[config.mk]
export PLATFORM = sky130hd
export DESIGN_NAME = nr4sd_serial_encoder
export DESIGN_NICKNAME = d
export VERILOG_FILES = /design/src/rtl/nr4sd_serial_encoder.sv
export SDC_FILE = /design/constraint.sdc
export NUM_CORES = 1
export LEC_CHECK = 0
export CAP_MARGIN = 15
export CORE_MARGIN = 2
export CORE_UTILIZATION = 44
export CTS_CLUSTER_SIZE = 40
export DETAILED_ROUTE_END_ITERATION = 6
export GPL_ROUTABILITY_DRIVEN = 1
export PLACE_DENSITY = 0.76
export SLEW_MARGIN = 5
export SYNTH_ARGS = -nofsm -noshare
export SYNTH_HDL_FRONTEND = slang
export SYNTH_SLANG_ARGS = --single-unit
[constraint.sdc]
create_clock -name clk -period 1.8 [get_ports clk]
set_input_delay 0.45 -clock clk [delete_from_list [all_inputs] [get_ports clk]]
set_output_delay 0.45 -clock clk [all_outputs]
set_load 0.01 [all_outputs]
[src/rtl/nr4sd_serial_encoder.sv]
// nr4sd_serial_encoder
// Digit-serial radix-4 recoder for a sequential multiplier. It accepts one
// W-bit operand over a valid/ready handshake and streams its recoding
// LSB-first, one digit per cycle.
//
// Digit encodings:
//   - Non-final digits are NR4SD+ (nm, np), with value 2*np - nm in {-1,0,1,2}.
//   - The final digit is Modified-Booth (sign, one, two), with value in {-2..2}.
//   - Unsigned mode emits one extra digit, so that the final carry is absorbed
//     by a Modified-Booth digit taken over the zero-extended top bits.
//
// Ports:
//   clk, rst       clock; asynchronous active-high reset
//   in_valid       operand offered
//   in_ready       encoder can accept an operand (combinational from out_ready)
//   in_data        W-bit operand
//   in_unsigned    treat in_data as unsigned (sampled at accept)
//   out_valid      digit present on out_*
//   out_ready      consumer takes the digit
//   out_nm/out_np  NR4SD+ bits (0 on the final digit)
//   out_sign/out_one/out_two  Modified-Booth bits (0 on non-final digits)
//   out_last       current digit is the final one
//   out_idx        digit index j (weight 4^j)
module nr4sd_serial_encoder #(
   parameter int unsigned W  = 32,
   parameter int unsigned IW = $clog2(W/2+1)
) (
   input  logic          clk,
   input  logic          rst,
   input  logic          in_valid,
   output logic          in_ready,
   input  logic [W-1:0]  in_data,
   input  logic          in_unsigned,
   output logic          out_valid,
   input  logic          out_ready,
   output logic          out_nm,
   output logic          out_np,
   output logic          out_sign,
   output logic          out_one,
   output logic          out_two,
   output logic          out_last,
   output logic [IW-1:0] out_idx
);

   localparam int unsigned SW = W + 2;
   localparam logic [IW-1:0] LAST_IDX_S = IW'(W/2 - 1);
   localparam logic [IW-1:0] LAST_IDX_U = IW'(W/2);

   typedef enum logic {
      IDLE = 1'b0,
      RUN  = 1'b1
   } state_t;

   state_t        state;
   state_t        state_nxt;
   logic [SW-1:0] sr;
   logic          c;
   logic [IW-1:0] idx;
   logic          u;

   logic run;
   logic last;
   logic accept;
   logic digit_hs;
   logic a0;
   logic a1;
   logic nr_nm;
   logic nr_np;
   logic nr_t;
   logic c_nxt;
   logic mb_b1;
   logic mb_b0;
   logic mb_sign;
   logic mb_one;
   logic mb_two;

   // Handshake and stream-position decode
   assign run      = (state == RUN);
   assign last     = run & (idx == (u ? LAST_IDX_U : LAST_IDX_S));
   assign digit_hs = run & out_ready;
   assign in_ready = ~run | (last & out_ready);
   assign accept   = in_valid & in_ready;

   // NR4SD+ digit from the low operand pair and the incoming carry
   assign a0    = sr[0];
   assign a1    = sr[1];
   assign nr_nm = a0 ^ c;
   assign nr_t  = a0 | c;
   assign nr_np = a1 ^ nr_t;
   assign c_nxt = a1 & nr_t;

   // Modified-Booth final digit; in unsigned mode the pair is the zero extension
   assign mb_b1   = sr[1] & ~u;
   assign mb_b0   = sr[0] & ~u;
   assign mb_sign = mb_b1;
   assign mb_one  = mb_b0 ^ c;
   assign mb_two  = (mb_b1 & ~mb_b0 & ~c) | (~mb_b1 & mb_b0 & c);

   // Digit outputs decode registered state only; all-zero while idle
   assign out_valid = run;
   assign out_last  = last;
   assign out_nm    = run & ~last & nr_nm;
   assign out_np    = run & ~last & nr_np;
   assign out_sign  = last & mb_sign;
   assign out_one   = last & mb_one;
   assign out_two   = last & mb_two;
   assign out_idx   = run ? idx : '0;

   // State register
   always_ff @(posedge clk or posedge rst) begin
      if (rst) begin
         state <= IDLE;
      end else begin
         state <= state_nxt;
      end
   end

   // Next state; a new accept on the final handshake keeps RUN with no bubble
   always_comb begin
      state_nxt = state;
      case (state)
         IDLE: begin
            if (in_valid) begin
               state_nxt = RUN;
            end
         end
         RUN: begin
            if (digit_hs && last && !in_valid) begin
               state_nxt = IDLE;
            end
         end
         default: begin
            state_nxt = IDLE;
         end
      endcase
   end

   // Operand shift register, carry, digit index and mode flag
   always_ff @(posedge clk or posedge rst) begin
      if (rst) begin
         sr  <= '0;
         c   <= 1'b0;
         idx <= '0;
         u   <= 1'b0;
      end else if (accept) begin
         sr  <= {2'b00, in_data};
         c   <= 1'b0;
         idx <= '0;
         u   <= in_unsigned;
      end else if (digit_hs && !last) begin
         sr  <= sr >> 2;
         c   <= c_nxt;
         idx <= idx + IW'(1);
      end
   end

endmodule

==> out/metrics.yaml, run 1 <==
power:
  ir_worst_vdd_uv: 844.1
  pwr-share-comb: 0.419
  p_int_w: 0.002670
  switchingPower_w: 0.001308
  swShare: 0.3289
  pwr_density_cell_nw_per_um2: 1292
  p_clk_frac: 0.202
  seqPwrFrac: 0.379
  p_leak_nw: 1.548
finish:
  multi_input_area_um2: 985.9
  diodes: 0
  stdcell_count: 356
  register_area_um2: 1001
  num-nets-final: 343
  area_delta_synth_final_pct: 58.81
  fillers: 325
  drive_above_1_share: 0.2928
  fin_util: 0.7168
timing:
  whs_ns: 0.4660
  finClkSkew_ns: 0.004826
  drv_slew: 0
  final-setup-viol-count: 8
  hold_viol_final: 0
  finalSetupTns_ns: -2.516
  fin_crit_sh: 1.215
  rsz0062_at_grt: "yes"
  fmax_mhz: 457.4
  timing.slew.headroom: 0.7815
  period_needed_ns: 2.186
  worst_pin_slew_ns: 0.3248
  worst_slack_ns: -0.3862
route:
  drt_iter0_drc: 138
  route.vias.total: 1913
  via_per_inst: 5.374
  drcViolationCount: 0
  antenna_left: 0
  dr.pass1.iters: 4
  wirelength_um: 5217
  wl_per_cell_um: 14.65
floorplanning:
  num_rows: 24
  die_y_um: 70.37
  coreArea_um2: 4294
  io_pins: 50
  start_util: 0.4513
  die_x_um: 70.37
  fp.dieArea_um2: 4952
setup_path:
  cp_cell_sequence: "nor4bb_4 > and2_4 > or2_4 > nand2_4 > nor3_4 > buf_2"
  crit_type: "flop to output pin"
  crit_path_max_fanout: 4
  worstReg2RegStart: "idx[4]"
  critPathTopFamily: "simple AND/OR/NAND/NOR gates"
  crit_slowest_cell: "dfrtp_1"
  worstReg2RegEnd: "idx[4]"
  arrival_ns: 1.74
  reg2reg_slack_ns: -0.04
  worst-path-stages: 6
  end_kind: "output pin"
  crit_path_start_kind: "flop"
  cp.buffers_inverters: 1
  reg2regPathDepth: 6
  max_stage_delay_ns: 0.43
  required_ns: 1.35
global_routing:
  grt_use_total: 0.2164
  grt_max_degree: 41
  gr-total-overflow: 0
  grt_pass1_vias: 1820
  grt_pass1_wl_um: 8404
  antenna_found_initial: 0
run:
  max-cap-violations: 0
hold_path:
  min_from: "in_valid"
  hold_depth: 2
  holdPathEnd: "out_valid"
  hold_class: "primary input to flop"
yosys:
  syn_nets: 252
  synthTopCellsByArea: "dfrtp_1 52%, nand2_1 13%, a22oi_1 10%, a21oi_1 3.1%, ha_1 1.9%"
  synth_area_um2: 1938
  synth-seq-cells: 40
  synth_cell_types: 32
  synth_area_leader_cell: "dfrtp_1"
  ys_seq_area_frac: 0.5165
  yosys_warnings: 0
  yosysTopAreaCellShare: 0.5165
  postSynthCellCount: 212
  synth.avg_cell_area_um2: 9.142
clocking:
  ctsLongestPathBuffers: 2
  clock-sinks: 40
  path_clk_slew_ns: 0.07
  htree_levels: 2
  clk_latency_ns: 0.29
  cts_buffers: 5
  root_buffer: "clkbuf_8"
  cts_tree: "built"
outcome:
  violations: "setup timing"
  status: "finished, violations left"
placed_design:
  dp_hpwl_um: 3432
  place_ws_ns: -0.5215
  dp_cells: 337
  port_buffers: 49
  routabilityCongestion: 0.7814
power by group through the flow:
stage               logic, W  registers [W]  clock network (W)
floorplan           0.000759        0.00146                  0
global placement     0.00148        0.00147                  0
detailed placement   0.00153        0.00148                  0
CTS                  0.00157        0.00147           0.000825
global route         0.00184        0.00155           0.000858
finish               0.00167        0.00151           0.000805
sequential cells by signal (all words and copies together) (netlist names):
name and count:
sr 32, idx 5, c 1, out_valid 1, u 1
worst max path at each step:
stage / from / to / slack (ns)
after CTS: idx[1] / out_sign / -0.35
after floorplan: idx[0] / out_sign / -0.06
after detailed placement: idx[0] / out_sign / -0.52
after global placement: idx[0] / out_sign / -0.49
after global routing: idx[0] / out_sign / -0.50
final: idx[0] / out_two / -0.39
cell usage in the layout (no fill, tap or decap), drive strengths merged:
cell type      instances
ha                     3
nand2                 69
dlymetal6s2s           3
dlygate4sd2            3
mux2i                  1
nor3                   2
mux2                   2
bufinv                 1
a22o                   2
and2                   6
or2                    1
nor3b                  1
xnor2                  2
clkdlybuf4s50         34
a22oi                 27
nand4bb                1
or3                    3
nor2                   6
dfrtp                 40
a21o                   1
nand4                  1
o31a                   1
nand3                  4
o32a                   1
clkbuf                10
o21ai                  2
inv                    6
buf                   53
nor4                   1
a21oi                 12
nor4bb                 1
and3                   3
a221o                  1
layer usage:
metal | part of all wire | track usage
met1 | 0.41 | 0.2787
met2 | 0.52 | 0.3721
met3 | 0.053 | 0.04185
met4 | 0.011 | 0.05769
met5 | 0 | 0
cell type report:
cell class                      count  share of cell area
Inverter                            6            0.007317
Multi-Input combinational cell    154              0.3203
Sequential cell                    40              0.3252
Tap cell                           52             0.02114
Timing Repair Buffer               96              0.2850
Clock inverter                      1            0.009756
Clock buffer                        7             0.03130
cell families (layout without fill, tap and decap cells):
| family | after synthesis | in the layout | share of synthesized area |
|---|---|---|---|
| mux | 3 | 3 | 0.01678 |
| simple gates | 99 | 99 | 0.2279 |
| compound gates | 47 | 47 | 0.1685 |
| xor+xnor | 2 | 2 | 0.009040 |
| flops | 40 | 40 | 0.5165 |
| buf+inv | 18 | 110 | 0.04196 |
| fa+ha+maj | 3 | 3 | 0.01937 |
metrics by stage:
| stage | power (W) | area, um2 |
|---|---|---|
| detailed placement | 0.003010 | 2779 |
| finish | 0.003978 | 3078 |
| CTS | 0.003870 | 2952 |
| global route | 0.004252 | 3078 |
| global placement | 0.002953 | 2779 |
| floorplan | 0.002223 | 1981 |
cells in the mapped netlist, drive strengths merged:
cell type and n:
or2 1, nor2 6, nand2 69, nor4bb 1, a22o 2, a21o 1, and3 3, nand4 1
o31a 1, nand3 4, a22oi 27, clkbuf 5, nor4 1, nor3 2, o32a 1, o21ai 2
dfrtp 40, a221o 1, xnor2 2, ha 3, or3 3, a21oi 12, mux2 2, buf 7
mux2i 1, and2 6, nand4bb 1, inv 6, nor3b 1
timing repair:
| item | CTS | global route |
|---|---|---|
| cloned | 0 | 1 |
| hold buffers | 0 | 0 |
| pin swaps | 4 | 8 |
| gates resized for setup | 43 | 24 |
| setup endpoints to repair | 29 | 44 |
| setup buffers | 7 | 3 |
Note: power is estimated with default switching activity, not from simulation.
==> run 2: changes to the inputs <==
- CORE_UTILIZATION: 44 -> 30
- PLACE_DENSITY: 0.76 -> default
==> out/metrics.yaml, run 2 (same netlist as run 1, synthesis figures left out) <==
power:
  ir_worst_vdd_uv: 577.7  # -32%
  swShare: 0.3366  # +0.007699
  switchingPower_w: 0.001294  # -1.1%
  p_total_w: 0.003846  # -3.3%
  pwr_density_cell_nw_per_um2: 1207  # -6.6%
  seqPwrFrac: 0.389  # +0.010
  pwr-share-comb: 0.421  # +0.002
  p_clk_frac: 0.190  # -0.012
  p_int_w: 0.002551  # -4.4%
  p_leak_nw: 1.544  # -0.25%
clocking:
  clock-sinks: 40  # unchanged
  ctsLongestPathBuffers: 2  # unchanged
  root_buffer: "clkbuf_8"
  path_clk_slew_ns: 0.08  # about the same
  cts_buffers: 5  # unchanged
  clk_latency_ns: 0.30  # about the same
  htree_levels: 2  # unchanged
  cts_tree: "built"
  ctsHoldBuffers: 0  # unchanged
setup_path:
  required_ns: 1.35  # about the same
  crit_type: "flop to output pin"
  max_stage_delay_ns: 0.41  # -0.02 ns
  crit_slowest_cell: "dfrtp_1"
  cp_cell_sequence: "nor4bb_4 > and2_4 > or2_4 > nand2_4 > nor3b_4 > buf_2"
  critPathTopFamily: "simple AND/OR/NAND/NOR gates"
  arrival_ns: 1.71  # -0.03 ns
  crit_path_max_fanout: 4  # unchanged
  cp.buffers_inverters: 1  # unchanged
  crit_path_start_kind: "flop"
  end_kind: "output pin"
timing:
  hold_viol_final: 0  # unchanged
  fmax_mhz: 462.0  # +1.0%
  final-setup-viol-count: 8  # unchanged
  worst_pin_slew_ns: 0.2977  # -0.02712 ns
  timing.slew.headroom: 0.7997  # +0.01825
  rsz0062_at_grt: "yes"
  whs_ns: 0.4734  # +0.007350 ns
  drv_slew: 0  # unchanged
  finClkSkew_ns: 0.007039  # +0.002213 ns
  fin_crit_sh: 1.202  # -0.01220
  period_needed_ns: 2.164  # -0.02196 ns
  worst_slack_ns: -0.3643  # +0.02196 ns
finish:
  area_delta_synth_final_pct: 64.43
  diodes: 0  # unchanged
  top_register: "sr"
  final_common_cell: "nand2_1"
  drive_above_1_share: 0.3043  # +0.01158
  reg_top3: "sr x32, idx x5"
  fillers: 587  # +81%
  num-nets-final: 338  # -1.5%
  layout_common_cells: "66 x nand2_1, 39 x dfrtp_1, 34 x clkdlybuf4s50_1"
  largest_reg_flops: 32  # unchanged
route:
  dr.pass1.iters: 4  # unchanged
  drcViolationCount: 0  # unchanged
  antenna_left: 0  # unchanged
  wirelength_um: 5279  # +1.2%
  via_per_inst: 4.822  # -10%
  route.vias.total: 1813  # -5.2%
  wl_per_cell_um: 14.04  # -4.2%
  drt_iter0_drc: 105  # -24%
placed_design:
  place_ws_ns: -0.5022  # +0.01927 ns
  dp_hpwl_um: 3460  # +0.82%
  routabilityCongestion: 0.7909  # +1.2%
  port_buffers: 49  # unchanged
floorplanning:
  die_x_um: 84.38  # +20%
  io_pins: 50  # unchanged
  num_rows: 29  # +21%
  start_util: 0.3070  # -0.1444
  fp.dieArea_um2: 7119  # +44%
  coreArea_um2: 6314  # +47%
  die_y_um: 84.38  # +20%
global_routing:
  antenna_found_initial: 0  # unchanged
  grt_pass1_wl_um: 8438  # +0.40%
  grt_use_total: 0.1477  # -0.06874
  gr-total-overflow: 0  # unchanged
  grt_max_degree: 41  # unchanged
  grt_pass1_vias: 1751  # -3.8%
run:
  max-cap-violations: 0  # unchanged
hold_path:
  hold_class: "flop to flop"
outcome:
  violations: "setup timing"
  status: "finished, violations left"
[run 2: worst register-to-register path, cell delays in order, from the launching register on]
cell      delay [ns]
dfrtp_1         0.39
nor4bb_4        0.18
and2_4          0.16
buf_4           0.14
or3_4           0.38
or3_4           0.37
a21oi_2         0.14
[run 2: path summary, 6_finish.rpt]
| path | from | to | slack (ns) | cells after the start |
|---|---|---|---|---|
| worst max-delay path | idx[1] | out_sign | -0.36 | 6 |
| worst min-delay path | sr[3] | sr[3] | 0.47 | 2 |
| worst max register to register | idx[4] | idx[4] | -0.03 | 6 |
| worst min register to register | sr[3] | sr[3] | 0.47 | 2 |
| max in group asynchronous | rst | out_valid | 1.08 | 3 |
| min in group asynchronous | rst | sr[20] | 0.50 | 3 |
[run 2: repair_timing]
action,4_1_cts,5_1_grt
cloned,1,2
gates resized for setup,43,26
pin swaps,7,30
setup buffers,3,2
endpoints found under the setup margin,15,37
[run 2: cell type report]
type | count | area [um2] | area share
Multi-Input combinational cell | 154 | 1040 | 0.3263
Inverter | 6 | 22.52 | 0.007067
Clock buffer | 6 | 72.57 | 0.02277
Timing Repair Buffer | 91 | 918.4 | 0.2882
Sequential cell | 40 | 1002 | 0.3145
Tap cell | 77 | 96.34 | 0.03023
Clock inverter | 2 | 35.03 | 0.01099
[run 2: per-layer routing]
| metal | up-vias | global-route usage | wire, um |
|---|---|---|---|
| li1 | 905 | - | - |
| met1 | 862 | 0.1934 | 2444 |
| met2 | 39 | 0.2431 | 2521 |
| met3 | 7 | 0.04621 | 243 |
| met4 | 0 | 0.03030 | 70 |
| met5 | - | 0 | 0 |
[run 2: metrics by stage]
step | util | TNS, ns | instances | instance area, um2
after floorplan | - | -0.09950 | 212 | 1981
after global placement | 0.4550 | -11.26 | 362 | 2873
after detailed placement | 0.4550 | -12.14 | 362 | 2873
after CTS | 0.4764 | -2.120 | 373 | 3008
after global routing | 0.5048 | -3.621 | 376 | 3187
final | 0.5048 | -2.327 | 376 | 3187
[run 2: power by group through the flow]
stage / sequential [W] / clock, W / combinational [W]
2_1_floorplan: 0.00146 / 0 / 0.000759
3_3_place_gp: 0.00146 / 0 / 0.00154
3_5_place_dp: 0.00147 / 0 / 0.00157
4_1_cts: 0.00147 / 0.000740 / 0.00153
5_1_grt: 0.00154 / 0.000786 / 0.00178
6_report: 0.00150 / 0.000731 / 0.00162
==> run 3: changes to the inputs <==
- clock period: 1.8 -> 2.28 ns (I/O delays scaled with it)
==> out/metrics.yaml, run 3 (same netlist as run 1, synthesis figures left out) <==
outcome:
  status: "complete, no violations"
clocking:
  clock-sinks: 40  # unchanged
  path_clk_slew_ns: 0.08  # about the same
  cts_tree: "built"
  cts_buffers: 5  # unchanged
  clk_latency_ns: 0.29  # about the same
  root_buffer: "clkbuf_8"
  ctsLongestPathBuffers: 2  # unchanged
  ctsHoldBuffers: 0  # unchanged
  htree_levels: 2  # unchanged
finish:
  final_common_cell: "nand2_1"
  multi_input_area_um2: 899.6  # -13%
  area_delta_synth_final_pct: 44.22
  diodes: 0  # unchanged
  top_register: "sr"
  layout_common_cells: "68 x nand2_1, 42 x clkdlybuf4s50_1, 40 x dfrtp_1"
  fillers: 648  # +10%
  drive_above_1_share: 0.1738  # -0.1306
  largest_reg_flops: 32  # unchanged
  reg_top3: "sr x32, idx x5"
  num-nets-final: 321  # -5.0%
  register_area_um2: 1001  # -0.12%
  stdcell_count: 359  # -4.5%
setup_path:
  reg2reg_slack_ns: 0.35  # +0.38 ns
  required_ns: 1.71  # +0.36 ns
  cp_cell_sequence: "buf_4 > nand4bb_1 > nor2_2 > or2_4 > nand2_4 > nor3_2 > buf_2"
  end_kind: "output pin"
  reg2regPathDepth: 8  # +2
  crit_type: "flop to output pin"
  arrival_ns: 1.69  # -0.02 ns
  max_stage_delay_ns: 0.40  # about the same
  worstReg2RegStart: "idx[4]"
  crit_slowest_cell: "dfrtp_1"
  crit_path_start_kind: "flop"
  worstReg2RegEnd: "sr[7]"
  crit_path_max_fanout: 4  # unchanged
power:
  pwr_density_cell_nw_per_um2: 1017  # -16%
  p_leak_nw: 1.368  # -11%
  ir_worst_vdd_uv: 411.5  # -29%
  p_total_w: 0.002843  # -26%
hold_path:
  hold_depth: 2  # unchanged
  holdPathEnd: "sr[11]"
  min_from: "sr[11]"
  hold_class: "flop to flop"
floorplanning:
  die_y_um: 84.38  # unchanged
  die_x_um: 84.38  # unchanged
  io_pins: 50  # unchanged
  num_rows: 29  # unchanged
  fp.dieArea_um2: 7119  # unchanged
  coreArea_um2: 6314  # unchanged
  start_util: 0.3070  # unchanged
timing:
  final-setup-viol-count: 0  # -8
  rsz0062_at_grt: "yes"
  drv_slew: 0  # unchanged
  timing.slew.headroom: 0.6585  # -0.1412
  finClkSkew_ns: 0.003584  # -0.003455 ns
  hold_viol_final: 0  # unchanged
  finalSetupTns_ns: 0  # +2.327 ns
  period_needed_ns: 2.264
  worst_slack_ns: 0.01622  # +0.3805 ns
  fin_crit_sh: 0.9929
  fmax_mhz: 441.7
  worst_pin_slew_ns: 0.5122  # +0.2146 ns
route:
  dr.pass1.iters: 4  # unchanged
  via_per_inst: 4.961  # +2.9%
  wirelength_um: 4810  # -8.9%
  route.vias.total: 1781  # -1.8%
  drt_iter0_drc: 118  # +12%
  antenna_left: 0  # unchanged
  wl_per_cell_um: 13.40  # -4.6%
  drcViolationCount: 0  # unchanged
placed_design:
  place_ws_ns: -0.1773  # +0.3249 ns
  dp_hpwl_um: 3323  # -4.0%
  port_buffers: 49  # unchanged
  dp_cells: 350  # -3.3%
  routabilityCongestion: 0.8287  # +4.8%
global_routing:
  gr-total-overflow: 0  # unchanged
  grt_use_total: 0.1406  # -0.007080
  grt_pass1_wl_um: 8086  # -4.2%
  antenna_found_initial: 0  # unchanged
  grt_max_degree: 41  # unchanged
  grt_pass1_vias: 1708  # -2.5%
run:
  max-cap-violations: 0  # unchanged
[run 3: cell count changes in the layout (fill, tap and decap cells not counted), sizes merged]
cell / previous run / this run
dlygate4sd2: 6 / 0
dlymetal6s2s: 2 / 0
buf: 47 / 30
clkdlybuf4s50: 34 / 42
[run 3: worst max path at each step]
stage	startpoint	to	slack (ns)	cells after the start
global placement	idx[1]	out_sign	-0.17	6
detailed placement	idx[1]	out_sign	-0.18	6
CTS	idx[0]	in_ready	-0.005	6
finish	idx[4]	out_two	0.02	7
floorplan	idx[1]	out_sign	0.14	5
global route	idx[4]	out_sign	-0.12	7
[run 3: report_power, final]
part | internal, W | switching, W | leakage (nW)
Clock | 0.000325 | 0.000242 | 0.0552
Sequential | 0.000984 | 0.000174 | 0.533
Combinational | 0.000599 | 0.000518 | 0.779
Total | 0.00191 | 0.000935 | 1.37
[run 3: repair_timing]
item	4_1_cts	5_1_grt
endpoints found under the setup margin	7	7
gates resized for setup	26	8
setup buffers	1	0
pin swaps	2	6
[run 3: routing by layer]
metal	GRT usage	up-vias	share of wire
li1	-	873	-
met1	0.1925	855	0.46
met4	0.03896	0	0.0091
met5	0	-	0
met2	0.2208	48	0.47
met3	0.03835	5	0.060
[run 3: worst max-delay path: cells and delay by family (launching register included)]
kind,cells,cell delay [ns]
buffers and inverters,2,0.30
DFF,1,0.40
and+or+nand+nor,5,0.71
[run 3: per-stage QoR]
| step | cell area [um2] | hold slack, ns | utilization |
|---|---|---|---|
| after floorplan | 1938 | 0.4391 | - |
| after global placement | 2678 | 0.4494 | 0.4241 |
| after detailed placement | 2678 | 0.4562 | 0.4241 |
| after CTS | 2781 | 0.4747 | 0.4405 |
| after global routing | 2795 | 0.4952 | 0.4427 |
| final | 2795 | 0.4687 | 0.4427 |
[run 3: cell type report]
class,count,area share
clock buffers,6,0.02596
well taps,77,0.03447
multi-input cells,154,0.3218
flip-flops and latches,40,0.3581
clock inverters,2,0.01253
repair buffers,74,0.2390
inverters,6,0.008057
